==> config.mk <==
export PLATFORM = sky130hd
export DESIGN_NAME = iir_coeff_ctrl_flat
export DESIGN_NICKNAME = d
export VERILOG_FILES = /design/src/rtl/iir_coeff_ctrl_pkg.sv /design/src/rtl/iir_coeff_ctrl_if.sv /design/src/rtl/iir_coeff_bank.sv /design/src/rtl/iir_coeff_ctrl.sv /design/src/flat_wrapper.sv
export SDC_FILE = /design/constraint.sdc
export NUM_CORES = 1
export LEC_CHECK = 0
export CAP_MARGIN = 20
export CORE_ASPECT_RATIO = 0.8
export CORE_MARGIN = 3
export CORE_UTILIZATION = 54
export CTS_CLUSTER_SIZE = 14
export DETAILED_ROUTE_END_ITERATION = 8
export PLACE_DENSITY = 0.79
export REMOVE_ABC_BUFFERS = 1
export SETUP_SLACK_MARGIN = 0.3
export SYNTH_ARGS = -nofsm -noshare
export SYNTH_HDL_FRONTEND = slang
export SYNTH_SLANG_ARGS = --single-unit
==> constraint.sdc <==
create_clock -name clk -period 2.5 [get_ports clk]
set_input_delay 0.75 -clock clk [delete_from_list [all_inputs] [get_ports clk]]
set_output_delay 0.75 -clock clk [all_outputs]
set_load 0.05 [all_outputs]
==> src/rtl/iir_coeff_ctrl_pkg.sv <==
// Shared definitions for the even/odd biquad coefficient controller:
// coefficient addresses, controller states and the unity helper.
package iir_ctrl_pkg;

    localparam int NUM_COEFF = 10;

    localparam logic [3:0] ADDR_B0_EVEN = 4'd0;
    localparam logic [3:0] ADDR_B1_EVEN = 4'd1;
    localparam logic [3:0] ADDR_B2_EVEN = 4'd2;
    localparam logic [3:0] ADDR_A1_EVEN = 4'd3;
    localparam logic [3:0] ADDR_A2_EVEN = 4'd4;
    localparam logic [3:0] ADDR_B0_ODD  = 4'd5;
    localparam logic [3:0] ADDR_B1_ODD  = 4'd6;
    localparam logic [3:0] ADDR_B2_ODD  = 4'd7;
    localparam logic [3:0] ADDR_A1_ODD  = 4'd8;
    localparam logic [3:0] ADDR_A2_ODD  = 4'd9;

    typedef enum logic [1:0] {
        IDLE  = 2'd0,
        ARMED = 2'd1,
        FLUSH = 2'd2,
        ACK   = 2'd3
    } state_t;

    // 1.0 in signed Q2.(width-2)
    function automatic int UNITY(input int width);
        return 1 << (width - 2);
    endfunction

endpackage

==> src/rtl/iir_coeff_ctrl_if.sv <==
// Host-side port of the coefficient controller: coefficient write
// handshake plus the commit request/acknowledge pair.
interface iir_coeff_ctrl_if #(
    parameter int COEFF_WIDTH = 16
);
    logic                          wr_valid;
    logic                          wr_ready;
    logic [3:0]                    wr_addr;
    logic signed [COEFF_WIDTH-1:0] wr_data;
    logic                          commit_req;
    logic                          commit_ack;

    modport master (
        output wr_valid, wr_addr, wr_data, commit_req,
        input  wr_ready, commit_ack
    );

    modport slave (
        input  wr_valid, wr_addr, wr_data, commit_req,
        output wr_ready, commit_ack
    );
endinterface

==> src/rtl/iir_coeff_bank.sv <==
// Shadow and active coefficient register files with the per-entry dirty
// mask. Writes land in the shadow bank; a swap copies the whole shadow
// bank to the active bank in one edge so outputs never see a partial set.
module iir_coeff_bank
    import iir_ctrl_pkg::*;
#(
    parameter int COEFF_WIDTH = 16
) (
    input  logic                          clk,
    input  logic                          rst_n,
    input  logic                          i_wr_en,
    input  logic [3:0]                    i_wr_addr,
    input  logic signed [COEFF_WIDTH-1:0] i_wr_data,
    input  logic                          i_swap,
    output logic signed [COEFF_WIDTH-1:0] o_active [NUM_COEFF],
    output logic                          o_dirty_any
);

    logic signed [COEFF_WIDTH-1:0] r_shadow [NUM_COEFF];
    logic signed [COEFF_WIDTH-1:0] r_active [NUM_COEFF];
    logic [NUM_COEFF-1:0]          r_dirty;

    // Passthrough: b0 = 1.0 on both phases, everything else zero
    function automatic logic signed [COEFF_WIDTH-1:0] reset_val(input int idx);
        if (idx == int'(ADDR_B0_EVEN) || idx == int'(ADDR_B0_ODD))
            return COEFF_WIDTH'(UNITY(COEFF_WIDTH));
        return '0;
    endfunction

    // Shadow bank and dirty mask; the shadow keeps its contents across swaps
    always_ff @(posedge clk or negedge rst_n) begin
        if (!rst_n) begin
            for (int i = 0; i < NUM_COEFF; i++) r_shadow[i] <= reset_val(i);
            r_dirty <= '0;
        end else begin
            if (i_swap) r_dirty <= '0;
            if (i_wr_en) begin
                r_shadow[i_wr_addr] <= i_wr_data;
                r_dirty[i_wr_addr]  <= 1'b1;
            end
        end
    end

    // Active bank: whole-bank copy on the swap strobe only
    always_ff @(posedge clk or negedge rst_n) begin
        if (!rst_n) begin
            for (int i = 0; i < NUM_COEFF; i++) r_active[i] <= reset_val(i);
        end else if (i_swap) begin
            r_active <= r_shadow;
        end
    end

    assign o_active    = r_active;
    assign o_dirty_any = |r_dirty;

endmodule

==> src/rtl/iir_coeff_ctrl.sv <==
// Coefficient bank controller for the even/odd polyphase biquad pair.
// Accepts host writes into a shadow bank, commits them on a sample-pair
// boundary, optionally flushes the biquads, then acknowledges the commit.
module iir_coeff_ctrl
    import iir_ctrl_pkg::*;
#(
    parameter int COEFF_WIDTH   = 16,
    parameter int FLUSH_ON_SWAP = 1,
    parameter int FLUSH_CYCLES  = 2
) (
    input  logic                          clk,
    input  logic                          rst_n,
    iir_coeff_ctrl_if.slave               host,
    input  logic                          sample_tick,
    output logic signed [COEFF_WIDTH-1:0] b0_even,
    output logic signed [COEFF_WIDTH-1:0] b1_even,
    output logic signed [COEFF_WIDTH-1:0] b2_even,
    output logic signed [COEFF_WIDTH-1:0] a1_even,
    output logic signed [COEFF_WIDTH-1:0] a2_even,
    output logic signed [COEFF_WIDTH-1:0] b0_odd,
    output logic signed [COEFF_WIDTH-1:0] b1_odd,
    output logic signed [COEFF_WIDTH-1:0] b2_odd,
    output logic signed [COEFF_WIDTH-1:0] a1_odd,
    output logic signed [COEFF_WIDTH-1:0] a2_odd,
    output logic                          filt_clear,
    output logic                          busy,
    output logic                          err_addr
);

    localparam int CNT_W = (FLUSH_CYCLES > 1) ? $clog2(FLUSH_CYCLES) : 1;

    state_t                        r_state;
    logic                          r_wr_ready;
    logic                          r_commit_ack;
    logic                          r_filt_clear;
    logic                          r_busy;
    logic                          r_err_addr;
    logic [CNT_W-1:0]              r_cnt;

    logic                          w_wr_accept;
    logic                          w_addr_ok;
    logic                          w_wr_en;
    logic                          w_swap;
    logic                          w_dirty_any;
    logic                          w_dirty_next;
    logic signed [COEFF_WIDTH-1:0] w_active [NUM_COEFF];

    assign w_wr_accept  = host.wr_valid && r_wr_ready;
    assign w_addr_ok    = host.wr_addr < 4'(NUM_COEFF);
    assign w_wr_en      = w_wr_accept && w_addr_ok;
    assign w_swap       = (r_state == ARMED) && sample_tick;
    // A write arriving with commit_req is part of that commit
    assign w_dirty_next = w_dirty_any || w_wr_en;

    iir_coeff_bank #(
        .COEFF_WIDTH (COEFF_WIDTH)
    ) u_bank (
        .clk         (clk),
        .rst_n       (rst_n),
        .i_wr_en     (w_wr_en),
        .i_wr_addr   (host.wr_addr),
        .i_wr_data   (host.wr_data),
        .i_swap      (w_swap),
        .o_active    (w_active),
        .o_dirty_any (w_dirty_any)
    );

    // Commit FSM with registered handshake, flush and error outputs
    always_ff @(posedge clk or negedge rst_n) begin
        if (!rst_n) begin
            r_state      <= IDLE;
            r_wr_ready   <= 1'b1;
            r_commit_ack <= 1'b0;
            r_filt_clear <= 1'b0;
            r_busy       <= 1'b0;
            r_err_addr   <= 1'b0;
            r_cnt        <= '0;
        end else begin
            unique case (r_state)
                IDLE: begin
                    if (host.commit_req) begin
                        r_wr_ready <= 1'b0;
                        r_busy     <= 1'b1;
                        if (w_dirty_next) begin
                            r_state <= ARMED;
                        end else begin
                            r_state      <= ACK;
                            r_commit_ack <= 1'b1;
                            r_err_addr   <= 1'b0;
                        end
                    end
                end
                ARMED: begin
                    if (sample_tick) begin
                        if (FLUSH_ON_SWAP != 0) begin
                            r_state      <= FLUSH;
                            r_filt_clear <= 1'b1;
                            r_cnt        <= CNT_W'(FLUSH_CYCLES - 1);
                        end else begin
                            r_state      <= ACK;
                            r_commit_ack <= 1'b1;
                            r_err_addr   <= 1'b0;
                        end
                    end
                end
                FLUSH: begin
                    if (r_cnt == '0) begin
                        r_state      <= ACK;
                        r_filt_clear <= 1'b0;
                        r_commit_ack <= 1'b1;
                        r_err_addr   <= 1'b0;
                    end else begin
                        r_cnt <= r_cnt - CNT_W'(1);
                    end
                end
                ACK: begin
                    r_state      <= IDLE;
                    r_commit_ack <= 1'b0;
                    r_busy       <= 1'b0;
                    r_wr_ready   <= 1'b1;
                end
                default: r_state <= IDLE;
            endcase
            // Out-of-range write is dropped but flagged; it wins over a same-cycle clear
            if (w_wr_accept && !w_addr_ok) r_err_addr <= 1'b1;
        end
    end

    assign host.wr_ready   = r_wr_ready;
    assign host.commit_ack = r_commit_ack;
    assign filt_clear      = r_filt_clear;
    assign busy            = r_busy;
    assign err_addr        = r_err_addr;

    assign b0_even = w_active[ADDR_B0_EVEN];
    assign b1_even = w_active[ADDR_B1_EVEN];
    assign b2_even = w_active[ADDR_B2_EVEN];
    assign a1_even = w_active[ADDR_A1_EVEN];
    assign a2_even = w_active[ADDR_A2_EVEN];
    assign b0_odd  = w_active[ADDR_B0_ODD];
    assign b1_odd  = w_active[ADDR_B1_ODD];
    assign b2_odd  = w_active[ADDR_B2_ODD];
    assign a1_odd  = w_active[ADDR_A1_ODD];
    assign a2_odd  = w_active[ADDR_A2_ODD];

endmodule

==> src/flat_wrapper.sv <==
// flat-port wrapper written by rule: the top's interface ports become plain ports
module iir_coeff_ctrl_flat import iir_ctrl_pkg::*;
#(
    parameter int COEFF_WIDTH   = 16,
    parameter int FLUSH_ON_SWAP = 1,
    parameter int FLUSH_CYCLES  = 2
)
  (clk, rst_n, sample_tick, b0_even, b1_even, b2_even, a1_even, a2_even, b0_odd, b1_odd, b2_odd, a1_odd, a2_odd, filt_clear, busy, err_addr, host_wr_valid, host_wr_addr, host_wr_data, host_commit_req, host_wr_ready, host_commit_ack);
  iir_coeff_ctrl_if #(.COEFF_WIDTH(COEFF_WIDTH)) host_i ();
  input  logic clk;
  input  logic rst_n;
  input  logic sample_tick;
  output logic signed [COEFF_WIDTH-1:0] b0_even;
  output logic signed [COEFF_WIDTH-1:0] b1_even;
  output logic signed [COEFF_WIDTH-1:0] b2_even;
  output logic signed [COEFF_WIDTH-1:0] a1_even;
  output logic signed [COEFF_WIDTH-1:0] a2_even;
  output logic signed [COEFF_WIDTH-1:0] b0_odd;
  output logic signed [COEFF_WIDTH-1:0] b1_odd;
  output logic signed [COEFF_WIDTH-1:0] b2_odd;
  output logic signed [COEFF_WIDTH-1:0] a1_odd;
  output logic signed [COEFF_WIDTH-1:0] a2_odd;
  output logic filt_clear;
  output logic busy;
  output logic err_addr;
  input wire logic [$bits(host_i.wr_valid)-1:0] host_wr_valid;
  input wire logic [$bits(host_i.wr_addr)-1:0] host_wr_addr;
  input wire logic [$bits(host_i.wr_data)-1:0] host_wr_data;
  input wire logic [$bits(host_i.commit_req)-1:0] host_commit_req;
  output wire logic [$bits(host_i.wr_ready)-1:0] host_wr_ready;
  output wire logic [$bits(host_i.commit_ack)-1:0] host_commit_ack;
  assign host_i.wr_valid = host_wr_valid;
  assign host_i.wr_addr = host_wr_addr;
  assign host_i.wr_data = host_wr_data;
  assign host_i.commit_req = host_commit_req;
  assign host_wr_ready = host_i.wr_ready;
  assign host_commit_ack = host_i.commit_ack;
  iir_coeff_ctrl #(.COEFF_WIDTH(COEFF_WIDTH), .FLUSH_ON_SWAP(FLUSH_ON_SWAP), .FLUSH_CYCLES(FLUSH_CYCLES)) u_core (.clk(clk), .rst_n(rst_n), .host(host_i), .sample_tick(sample_tick), .b0_even(b0_even), .b1_even(b1_even), .b2_even(b2_even), .a1_even(a1_even), .a2_even(a2_even), .b0_odd(b0_odd), .b1_odd(b1_odd), .b2_odd(b2_odd), .a1_odd(a1_odd), .a2_odd(a2_odd), .filt_clear(filt_clear), .busy(busy), .err_addr(err_addr));
endmodule
-- After elaboration in Yosys (flattened, before gate mapping)
Cells that the tools add are included.
- register bits after elaboration: 338
- bits in latches: 0
- memory bits (writable): 0
- bits in read-only memories: 0
- bits of input ports: 25
- output and inout port bits: 165
- memories: 0
- add/sub/neg operators: 1
- multipliers: 0
- div/mod/pow operators: 0
- magnitude comparators: 5
- equal/unequal tests: 10
- shift operators: 0
- multiplexer cells: 29
- bitwise operators: 3
- reductions and logical operators: 19
- operator list (kind ; count):
    160-bit bitwise mux ; 1
    16-bit demux with 4-bit select ; 1
    10-bit two-way mux ; 2
    16-bit two-way mux ; 1
    1-bit two-way mux ; 12
    10-bit OR ; 1
    1-bit one-hot mux with 2 select lines ; 5
    10-bit OR reduction ; 1
    2-bit two-way mux ; 4
    2-bit inequality test (second input constant) ; 4
    2-bit one-hot mux with 4 select lines ; 1
    4-bit AND reduction ; 2
    1-bit logical AND ; 6
    3-bit inequality test (second input constant) ; 2
    3-bit AND reduction ; 2
    5-bit >= comparator (second input constant) ; 1
    4-bit by 5-bit < comparator with 1-bit output (second input constant) ; 1
    5-bit by 1-bit < comparator with 1-bit output (second input constant) ; 1
    4-bit inverter with 5-bit output ; 1
    1-bit demux with 4-bit select ; 1
    2-bit equality test (second input constant) ; 2
    4-bit by 1-bit >= comparator with 1-bit output (second input constant) ; 1
    4-bit < comparator (second input constant) ; 1
    2-bit AND reduction ; 2
    10 further kinds ; 11

-- Depth between registers and ports, before layout
Gate-level depths: netlist of the first run.
- depth after elaboration: 7
- gate-level depth with buffers: 7
- gate-level depth less buffers: 6

-- By module
From an unflattened synthesis of the first run, not the netlist that was laid out.
- cell total of the unflattened synthesis: 787
- area total of the unflattened synthesis: 12874.8 µm²
- by module, submodules not included (module ; times used ; cells each ; area each (µm²)):
    iir_coeff_bank ; 1 ; 730 ; 12359.4
    iir_coeff_ctrl ; 1 ; 57 ; 515.5

-- Worst setup path before layout of the first run
OpenSTA, ideal clock, no wires.
- path type: input to register
- start: input host_wr_addr[2]
- end: register u_core.u_bank.r_shadow[54] (netlist bit)
- setup time: 0.125 ns
- arrival time: 2.012 ns
- setup slack: 0.363 ns
- stages: 5
- cell sequence: clkbuf_2 -> nand4b_4 -> nor3b_4 -> buf_6 -> mux2_2
- word-level cells in the longest chain between the ends: 6
- elaborated cells between the ends (all ways): 9
- ends and longest elaborated chain (what ; line ; text):
    start: declaration ; flat_wrapper.sv:27 ; input wire logic [$bits(host_i.wr_addr)-1:0] host_wr_addr;
    4-bit inverter with 5-bit output (implied by the code) ; iir_coeff_bank.sv:38 ; r_shadow[i_wr_addr] <= i_wr_data;
    5-bit >= comparator (implied by the code) or 5-bit by 1-bit < comparator with 1-bit output (tied branches) ; iir_coeff_bank.sv:38 ;
    1-bit logical AND (implied by the code) ; iir_coeff_bank.sv:38 ;
    16-bit two-way mux (implied by the code) ; iir_coeff_bank.sv:38 ;
    16-bit demux with 4-bit select ; iir_coeff_bank.sv:38 ;
    160-bit bitwise mux ; iir_coeff_bank.sv:38 ;
    end signal: indexed assignment ; iir_coeff_bank.sv:38 ;
    end: declaration ; iir_coeff_bank.sv:19 ; logic signed [COEFF_WIDTH-1:0] r_shadow [NUM_COEFF];
Several ways; a longest one is shown, not always the timed one.
A chain may end at the register's enable or synchronous reset.

-- Worst setup path after layout of the first run
- start: register u_core.u_bank.r_active (netlist bit u_core.u_bank.o_active[87])
- end: output a2_even[7]
- RTL lines (what ; line ; text):
    start: declaration ; iir_coeff_bank.sv:20 ; logic signed [COEFF_WIDTH-1:0] r_active [NUM_COEFF];
    start signal: assignment ; iir_coeff_bank.sv:49 ; r_active <= r_shadow;
    end: declaration ; flat_wrapper.sv:17 ; output logic signed [COEFF_WIDTH-1:0] a2_even;
No word-level cell between the ends.

==> results of run 1 <==
-- area by class of cell --
cell class | instances | area (um2) | area share
flip-flops and latches | 338 | 8460 | 0.520
clock inverters | 8 | 72.6 | 0.00446
inverters | 6 | 22.5 | 0.00138
repair buffers | 227 | 2120 | 0.130
well taps | 306 | 383 | 0.0235
multi-input cells | 391 | 4170 | 0.256
clock buffers | 52 | 1040 | 0.0639
-- metal layers --
metal | global-route usage | wire length [um] | vias to the layer above
li1 | - | - | 3177
met1 | 0.323 | 12700 | 3769
met2 | 0.336 | 12400 | 189
met3 | 0.0858 | 2370 | 33
met4 | 0.0389 | 319 | 0
met5 | 0 | 0 | -
-- per-stage QoR --
step	setup WS (ns)	utilization	setup TNS [ns]	hold slack, ns	cell area (um2)
global placement	-0.0207	0.671	-0.139	0.459	15400
global route	0.300	0.708	0	0.188	16300
floorplan	-2.41	-	-406.69	0.447	12600
finish	0.350	0.708	0	0.167	16300
detailed placement	-0.0532	0.671	-0.397	0.464	15400
CTS	0.163	0.711	0	0.202	16300
-- cell usage in the layout (no fill, tap or decap), types with 10 or more instances in the layout --
| cell | netlist | final |
|---|---|---|
| nand2_1 | 19 | 18 |
| clkbuf_16 | 0 | 35 |
| clkdlybuf4s15_1 | 0 | 48 |
| clkbuf_8 | 0 | 10 |
| buf_4 | 3 | 24 |
| dlygate4sd2_1 | 0 | 82 |
| clkbuf_2 | 1 | 32 |
| dfrtp_1 | 333 | 333 |
| buf_12 | 0 | 16 |
| clkdlybuf4s50_1 | 0 | 23 |
| mux2_2 | 311 | 311 |
-- cell families (layout without fill, tap and decap cells) --
family / count (synthesis) / in the layout / synth area share
flops: 338 / 338 / 0.656
mux: 324 / 324 / 0.285
compound gates: 18 / 18 / 0.00961
buf+inv: 54 / 293 / 0.0207
simple gates: 45 / 45 / 0.0242
fa+ha+maj: 4 / 4 / 0.00388
-- what timing repair did --
item                                   in CTS  in global routing
gates resized for setup                   182                 95
endpoints found under the hold margin       0                  0
setup endpoints to repair                 163                 79
hold buffers                                0                  0
-- where the power goes --
group	leakage, nW	switching, mW	internal [mW]	total, mW
sequential	4.36	1.35	7.89	9.24
combinational	3.24	6.20	3.43	9.63
clock	0.554	2.02	2.97	5.00
total	8.16	9.58	14.3	23.9
-- flip-flops by register name (all words and copies together), names as in the netlist --
register,count
u_core.u_bank.o_active,160
u_core.u_bank.r_shadow,160
u_core.u_bank.r_dirty,10
u_core.r_state,2
u_core.busy,1
u_core.err_addr,1
u_core.filt_clear,1
u_core.host.commit_ack,1
u_core.host.wr_ready,1
u_core.r_cnt,1
-- worst max path at each step --
stage,startpoint,endpoint,cells after the start
6_report,u_core.u_bank.o_active[87],a2_even[7],1
5_1_grt,u_core.err_addr,err_addr,1
4_1_cts,u_core.u_bank.o_active[78],b0_odd[14],1
3_5_place_dp,host_wr_valid,u_core.u_bank.r_shadow[0],5
3_3_place_gp,host_wr_valid,u_core.u_bank.r_shadow[0],5
2_1_floorplan,sample_tick,u_core.u_bank.o_active[158],2
==> reports/results.ini, run 1 <==
[outcome]
status=finished clean

[setup_path]
worst-path-buf-inv=1
crit_slowest_cell=clkdlybuf4s15_1
critPathArrivalTime_ns=1.40
r2r-end=u_core.u_bank.o_active[13]
reg2regPathDepth=5
critical_path_class=register to primary output
cpPeakStageDelay_ns=0.51
cp_max_fo=2
crit_path_end_kind=primary output
cp_top_family=buffers and inverters
reg2reg_slack_ns=0.66
crit-reg2reg-launch=u_core.r_state[1]
cp_cell_sequence=clkdlybuf4s15_1
cp.required_ns=1.75
cp-start-kind=register

[place]
numPortBuffers=189
dp_cells=1268
dpl.hpwl_um=18200
place_congestion=0.773

[finish]
fill_cells=1534
fin_cells=1328
antennaDiodeCount=0
drive_gt1_frac=0.455
area_growth_pct=26.2
layout.nets=1027

[routing]
wire_per_inst_um=21.0
drcViolationCount=0
drtIter0Drc=321
final_antenna_net_count=0
firstDrtPassIters=4
via_count=7168
wl_um=27800
via_per_inst=5.40

[die]
dieArea_um2=25800
pin_count=190
die_w_um=179
fp.dieH_um=144
start_util=0.561
row_count=49
coreArea_um2=23000

[cts]
root_buffer=clkbuf_16
cts_setup_buffers=0
clk_pin_slew_ns=0.06
ctsHtreeMaxLevel=2
numCtsBuffers=34
cts_tree=built
cts_buffer_depth=3
clock_sinks=338
insertion_delay_ns=0.50

[global_route]
track_usage=0.225
grt_pass1_wl_um=44400
antenna_found_initial=0
gr-total-overflow=0
grt_max_degree=60
first_global_vias=7666

[power_and_ir_drop]
fin_total_pwr_mw=23.9
ir_drop_mv=0.809
p_leak_nw=8.16
powerDensity_nw_per_um2=1470

[synth]
synth_enable_flop_cells=0
syn_inst=783
yosysTopAreaCellShare=0.646
yosysTopAreaCell=dfrtp_1
synthArstFlopShare=1.00
synthTopCellsByCount=333 x dfrtp_1, 311 x mux2_2, 22 x buf_1, 19 x nand2_1, 14 x buf_2
synth_seq_cells=338
seq_area_frac_synth=0.656
synth.most_common_cell=dfrtp_1
postSynthAreaPerCell_um2=16.5
syn-cell-area_um2=12900
synthDistinctLibCells=38
yosysWarningCount=0
synthTopCellsByArea=dfrtp_1 65%, mux2_2 27%, mux2_4 1.0%
synth_flop_cell=dfrtp_1

[sta]
finalClockSkew_ns=0.00881
worstMarginPinSlew_ns=0.563
period_share=0.860
min_period_ns=2.15
setup_viol=0
rsz0062_at_grt=false
slew_viol_final=0
max_freq_mhz=465
hold_violations=0
relSlewSlack=0.626

[hold_path]
hold_path_class=input pin to async pin

[run]
maxCapViolations=0

No activity file was read; power rests on OpenSTA's default activity.
==> inputs of run 2 (changes only) <==
--- a/config.mk
+++ b/config.mk
@@ -5,13 +5,14 @@
 export SDC_FILE = /design/constraint.sdc
 export NUM_CORES = 1
 export LEC_CHECK = 0
+export ABC_AREA = 1
 export CAP_MARGIN = 20
 export CORE_ASPECT_RATIO = 0.8
 export CORE_MARGIN = 3
 export CORE_UTILIZATION = 54
 export CTS_CLUSTER_SIZE = 14
 export DETAILED_ROUTE_END_ITERATION = 8
-export PLACE_DENSITY = 0.79
+export PLACE_DENSITY = 0.86
 export REMOVE_ABC_BUFFERS = 1
 export SETUP_SLACK_MARGIN = 0.3
 export SYNTH_ARGS = -nofsm -noshare
==> reports/results.ini, run 2 <==
[synth]
synthTopCellsByCount=677 x nand2_1, 333 x dfrtp_1, 171 x o21ai_0, 59 x clkbuf_1, 36 x inv_1
synth_fa_ha_area_frac=0.00402
synthMuxAreaShare=0
synth.most_common_cell=nand2_1
yosys.area_share.xor_xnor=0
yosys.area_share.simple=0.212
synth_top_family_by_area=simple AND/OR/NAND/NOR gates
yosysWarningCount=0
synth_flop_cell=dfrtp_1
postSynthAreaPerCell_um2=9.41
synthTopCellsByArea=dfrtp_1 67%, nand2_1 20%, o21ai_0 6.9%
synth_seq_cells=338
seq_area_frac_synth=0.680
synthDistinctLibCells=18
synthArstFlopShare=1.00
yosysTopAreaCell=dfrtp_1
synth-compound-area-share=0.0721
syn_inst=1322
yosysTopAreaCellShare=0.670
syn-cell-area_um2=12400
synth_enable_flop_cells=0

[cts]
clk_pin_slew_ns=0.06
ctsHtreeMaxLevel=1
clock_sinks=338
postCtsHoldBufs=0
cts_tree=built
root_buffer=clkbuf_16
cts_buffer_depth=3
insertion_delay_ns=0.54
numCtsBuffers=31

[sta]
worstMarginPinSlew_ns=0.519
slew_viol_final=0
relSlewSlack=0.655
rsz0062_at_grt=false
finalClockSkew_ns=0.0104
worst_hold_slack_ns=0.142
setup_viol=0
max_freq_mhz=460
hold_violations=0
min_period_ns=2.17
period_share=0.869

[die]
coreArea_um2=22600
pin_count=190
dieArea_um2=24900
start_util=0.551
fp.dieH_um=142
row_count=49
die_w_um=176

[setup_path]
cp.required_ns=1.75
critical_path_class=register to primary output
cp_cell_sequence=clkdlybuf4s15_1
crit-reg2reg-launch=u_core.r_state[1]
cpPeakStageDelay_ns=0.51
crit_path_end_kind=primary output
critPathArrivalTime_ns=1.42
cp-start-kind=register
cp_max_fo=2
crit_cells=1
cp_top_family=buffers and inverters
crit_slowest_cell=clkdlybuf4s15_1
worst-path-buf-inv=1
startpoint=u_core.u_bank.o_active[111]
reg2regPathDepth=6

[finish]
layout_commonest_cell=nand2_1
fin_cells=1833
layout_common_cells=676 x nand2_1, 333 x dfrtp_1, 171 x o21ai_0, 70 x clkdlybuf4s15_1, 43 x clkbuf_2
fin_area_um2=15700
layout.nets=1536
fin_util=0.697
antennaDiodeCount=0
drive_gt1_frac=0.111
area_growth_pct=26.4

[global_route]
gr-total-overflow=0
first_global_vias=9680
grt_max_degree=86
track_usage=0.251
grt_pass1_wl_um=50500
antenna_found_initial=0

[power_and_ir_drop]
powerDensity_nw_per_um2=1490
fin_total_pwr_mw=23.5
p_leak_nw=8.29
switching_share=0.444
ir_drop_mv=0.936
power_frac_comb=0.410
p_int_mw=13.1
power.switching_mw=10.4
pwr-share-seq=0.393
pwr-share-clk=0.197

[routing]
final_antenna_net_count=0
via_per_inst=5.34
drtIter0Drc=855
via_count=9794
wire_per_inst_um=16.9
wl_um=31000
drcViolationCount=0
firstDrtPassIters=5

[place]
dpl-instance-area_um2=14900
dp_cells=1780
place_congestion=0.803
numPortBuffers=189
dpl.hpwl_um=19500

[hold_path]
hold_path_class=input pin to async pin

[outcome]
status=finished clean

[run]
maxCapViolations=0

==> run 2: cell families (layout without fill, tap and decap cells) <==
| logic type | count (synthesis) | in the layout |
|---|---|---|
| buffers and inverters | 103 | 308 |
| DFF | 338 | 338 |
| AOI/OAI and AO/OA | 178 | 178 |
| adders and majority gates | 4 | 4 |
| and+or+nand+nor | 699 | 699 |
==> run 2: power groups by stage <==
stage                     sequential [mW]  combinational, mW  clock [mW]
final                                9.22               9.62        4.63
after global routing                 9.47               10.3        4.92
after CTS                            9.18               9.76        4.70
after detailed placement             9.22               10.4           0
after global placement               9.18               10.1           0
after floorplan                      13.2               2.45           0
==> run 2: path summary, 6_finish.rpt <==
kind                                                   end  slack, ns
worst max-delay path                           a1_even[15]       0.33
worst min-delay path            u_core.u_bank.o_active[74]       0.14
worst max register to register    u_core.u_bank.r_dirty[7]       0.72
worst min register to register  u_core.u_bank.o_active[78]       0.47
max in group asynchronous       u_core.u_bank.r_shadow[74]       1.58
min in group clk                u_core.u_bank.o_active[78]       0.47
==> run 2: final cells by class <==
type                    instances  area (um2)
flip-flops and latches        338        8460
fillers                      1654        6840
multi-input cells             881        3600
repair buffers                218        2130
clock buffers                  44         905
well taps                     306         383
inverters                      37         141
clock inverters                 9         100
==> run 2: layer usage <==
| metal | up-vias | part of all wire | track usage |
|---|---|---|---|
| met4 | 0 | 0.023 | 0.0646 |
| met1 | 4817 | 0.43 | 0.363 |
| met2 | 433 | 0.47 | 0.406 |
| li1 | 4482 | - | - |
| met3 | 62 | 0.073 | 0.0385 |
| met5 | - | 0 | 0 |
==> run 2: worst register-to-register path, stage by stage (launching register included) <==
cell and delay [ns]:
dfrtp_1 0.39, inv_1 0.10, ha_1 0.28, nand2_4 0.13, inv_4 0.30, buf_12 0.29
o21ai_0 0.13
==> run 2: stage by stage <==
| step | setup slack (ns) | setup TNS [ns] |
|---|---|---|
| 3_3_place_gp | 0.294 | 0 |
| 3_5_place_dp | 0.197 | 0 |
| 6_report | 0.327 | 0 |
| 2_1_floorplan | -4.52 | -732.43 |
| 5_1_grt | 0.300 | 0 |
| 4_1_cts | 0.104 | 0 |
==> run 2: repair_timing <==
item | in CTS | in global routing
gates resized for setup | 297 | 102
endpoints found under the setup margin | 165 | 96
setup buffers | 0 | 0
hold endpoints to repair | 0 | 0
==> patch, RTL diff (settings of run 1) <==
`FLUSH_ON_SWAP` is set to 1 in 2 places; all go to 0.
--- a/src/rtl/iir_coeff_ctrl.sv
+++ b/src/rtl/iir_coeff_ctrl.sv
@@ -5,7 +5,7 @@
     import iir_ctrl_pkg::*;
 #(
     parameter int COEFF_WIDTH   = 16,
-    parameter int FLUSH_ON_SWAP = 1,
+    parameter int FLUSH_ON_SWAP = 0,
     parameter int FLUSH_CYCLES  = 2
 ) (
     input  logic                          clk,
--- a/src/flat_wrapper.sv
+++ b/src/flat_wrapper.sv
@@ -2,7 +2,7 @@
 module iir_coeff_ctrl_flat import iir_ctrl_pkg::*;
 #(
     parameter int COEFF_WIDTH   = 16,
-    parameter int FLUSH_ON_SWAP = 1,
+    parameter int FLUSH_ON_SWAP = 0,
     parameter int FLUSH_CYCLES  = 2
 )
   (clk, rst_n, sample_tick, b0_even, b1_even, b2_even, a1_even, a2_even, b0_odd, b1_odd, b2_odd, a1_odd, a2_odd, filt_clear, busy, err_addr, host_wr_valid, host_wr_addr, host_wr_data, host_commit_req, host_wr_ready, host_commit_ack);
Formal check against the unedited RTL: not equivalent (a bounded check fails within 4 cycles, from zero or initial values and one cycle with rst_n low).
==> patch against run 1 <==
Non-clock buffer count grew 5; die area shrank 0.92%; largest cell class unchanged; hold slack lost 34 ps; final cell count down 0.30%; synthesized cell count shrank 0.77%; total power is 0.94% lower; design area decreased by 0.61%; setup slack worse by 16 ps; critical path type unchanged; synthesized area decreased by 0.95%; clock skew up 2.7 ps; wire length up 1.6%; sequential cell count fell by 2.
==> patch: results <==
set metrics [dict create \
    crit_end "b2_even[9]" \
    drive_above_1_share_pct 55.5 \
    regToRegStartpoint "u_core.r_state[1]$_DFFE_PN0P_" \
    leakagePower_nw 7.66 \
    hold_viol 0 \
    viasPerCell 5.41 \
    reg2reg_slack_ps 570 \
    hp-class "in2async" \
    critical_path.max_fanout 2 \
    synth.area.top_cells "dfrtp_1 65%, mux2_2 27%, mux2_4 1.1%" \
    antenna_found_initial 0 \
    skew_ps 11.5 \
    synth_area_per_cell_um2 16.4 \
    ctsResizeCount 359 \
    synth_commonest_cells "331 x dfrtp_1, 311 x mux2_2, 22 x buf_1, 16 x nand2_1, 12 x clkbuf_1" \
    cp-startpoint "u_core.u_bank.o_active[121]$_DFFE_PN0P_" \
    netSwitchingFraction_pct 40.3 \
    grt_pass1_wl_um 44900 \
    nets 1025 \
    ys_async_sr_fraction_pct 100 \
    crit_slowest_cell "dlygate4sd2_1" \
    crit_family "buffers and inverters" \
    finalHoldWorstSlack_ps 133 \
    yosysUniqueCellTypes 36 \
    place_congestion 0.772 \
    io_buffers 188 \
    yosysWarnings 0 \
    grt_util_all_layers_pct 22.6 \
    vdd_drop_max_uv 1010 \
    grt_max_degree 76 \
    cts_buffers 31 \
    status "finished, final reports clean" \
    dp_slack_ps -98.9 \
    fill_cells 1545 \
    clock_latency_ps 550 \
    antenna_cells 0 \
    grt_pass1_vias 7704 \
    arrival_ps 1420 \
    yosys_most_used_dff "dfrtp_1" \
    setup_slack_ps 334 \
    r2r_end "u_core.u_bank.o_active[92]$_DFFE_PN0P_" \
    clk_pin_slew_ps 60 \
    slew_headroom_pct 59.0 \
    wl_um 28300 \
    hpwl_um 18200 \
    placed_cell_area_um2 15400 \
    wl_per_cell_um 21.4 \
    drtIter0Drc 411 \
    firstDrtPassIters 4 \
    h-tree-depth 1 \
    cts_setup_buffers 0 \
    synth_seq_area_share_pct 65.9 \
    slowest_delay_ps 530 \
]
==> patch: changes by cell type after synthesis, moves of 3 or more <==
cell / run 1 / this run
buf_2: 14 / 9
clkbuf_1: 4 / 12
nand2_1: 19 / 16
o21ai_0: 5 / 8
==> patch: layer usage <==
metal / vias up / GRT usage (%) / wire, µm
li1: 3172 / - / -
met2: 169 / 35.0 / 12900
met3: 24 / 5.07 / 1700
met5: - / 0 / 0
met1: 3804 / 34.1 / 13400
met4: 0 / 3.22 / 242
==> patch: power groups by stage <==
stage	clock (mW)	combinational, mW	sequential, mW
CTS	4.76	10.1	9.13
finish	4.67	9.85	9.13
global placement	0	10.4	9.08
global route	5.00	10.4	9.39
detailed placement	0	10.6	9.17
floorplan	0	3.23	12.9
==> patch: area by class of cell <==
cell class / instances / area [µm²] / share of cell area, %
tap: 306 / 383 / 2.37
clock inverter: 10 / 81.3 / 0.503
multi-input combinational: 389 / 4140 / 25.6
inverter: 5 / 18.8 / 0.116
clock buffer: 46 / 942 / 5.83
sequential: 336 / 8410 / 52.0
timing repair buffer: 232 / 2190 / 13.5
==> patch: cell families (layout without fill, tap and decap cells) <==
| group | after synthesis | after routing | synth area share [%] |
|---|---|---|---|
| compound gates | 18 | 18 | 0.892 |
| fa+ha+maj | 5 | 5 | 0.490 |
| buf+inv | 52 | 293 | 1.76 |
| flops | 336 | 336 | 65.9 |
| mux | 324 | 324 | 28.8 |
| other cells | 1 | 1 | 0.0294 |
| simple gates | 41 | 41 | 2.15 |
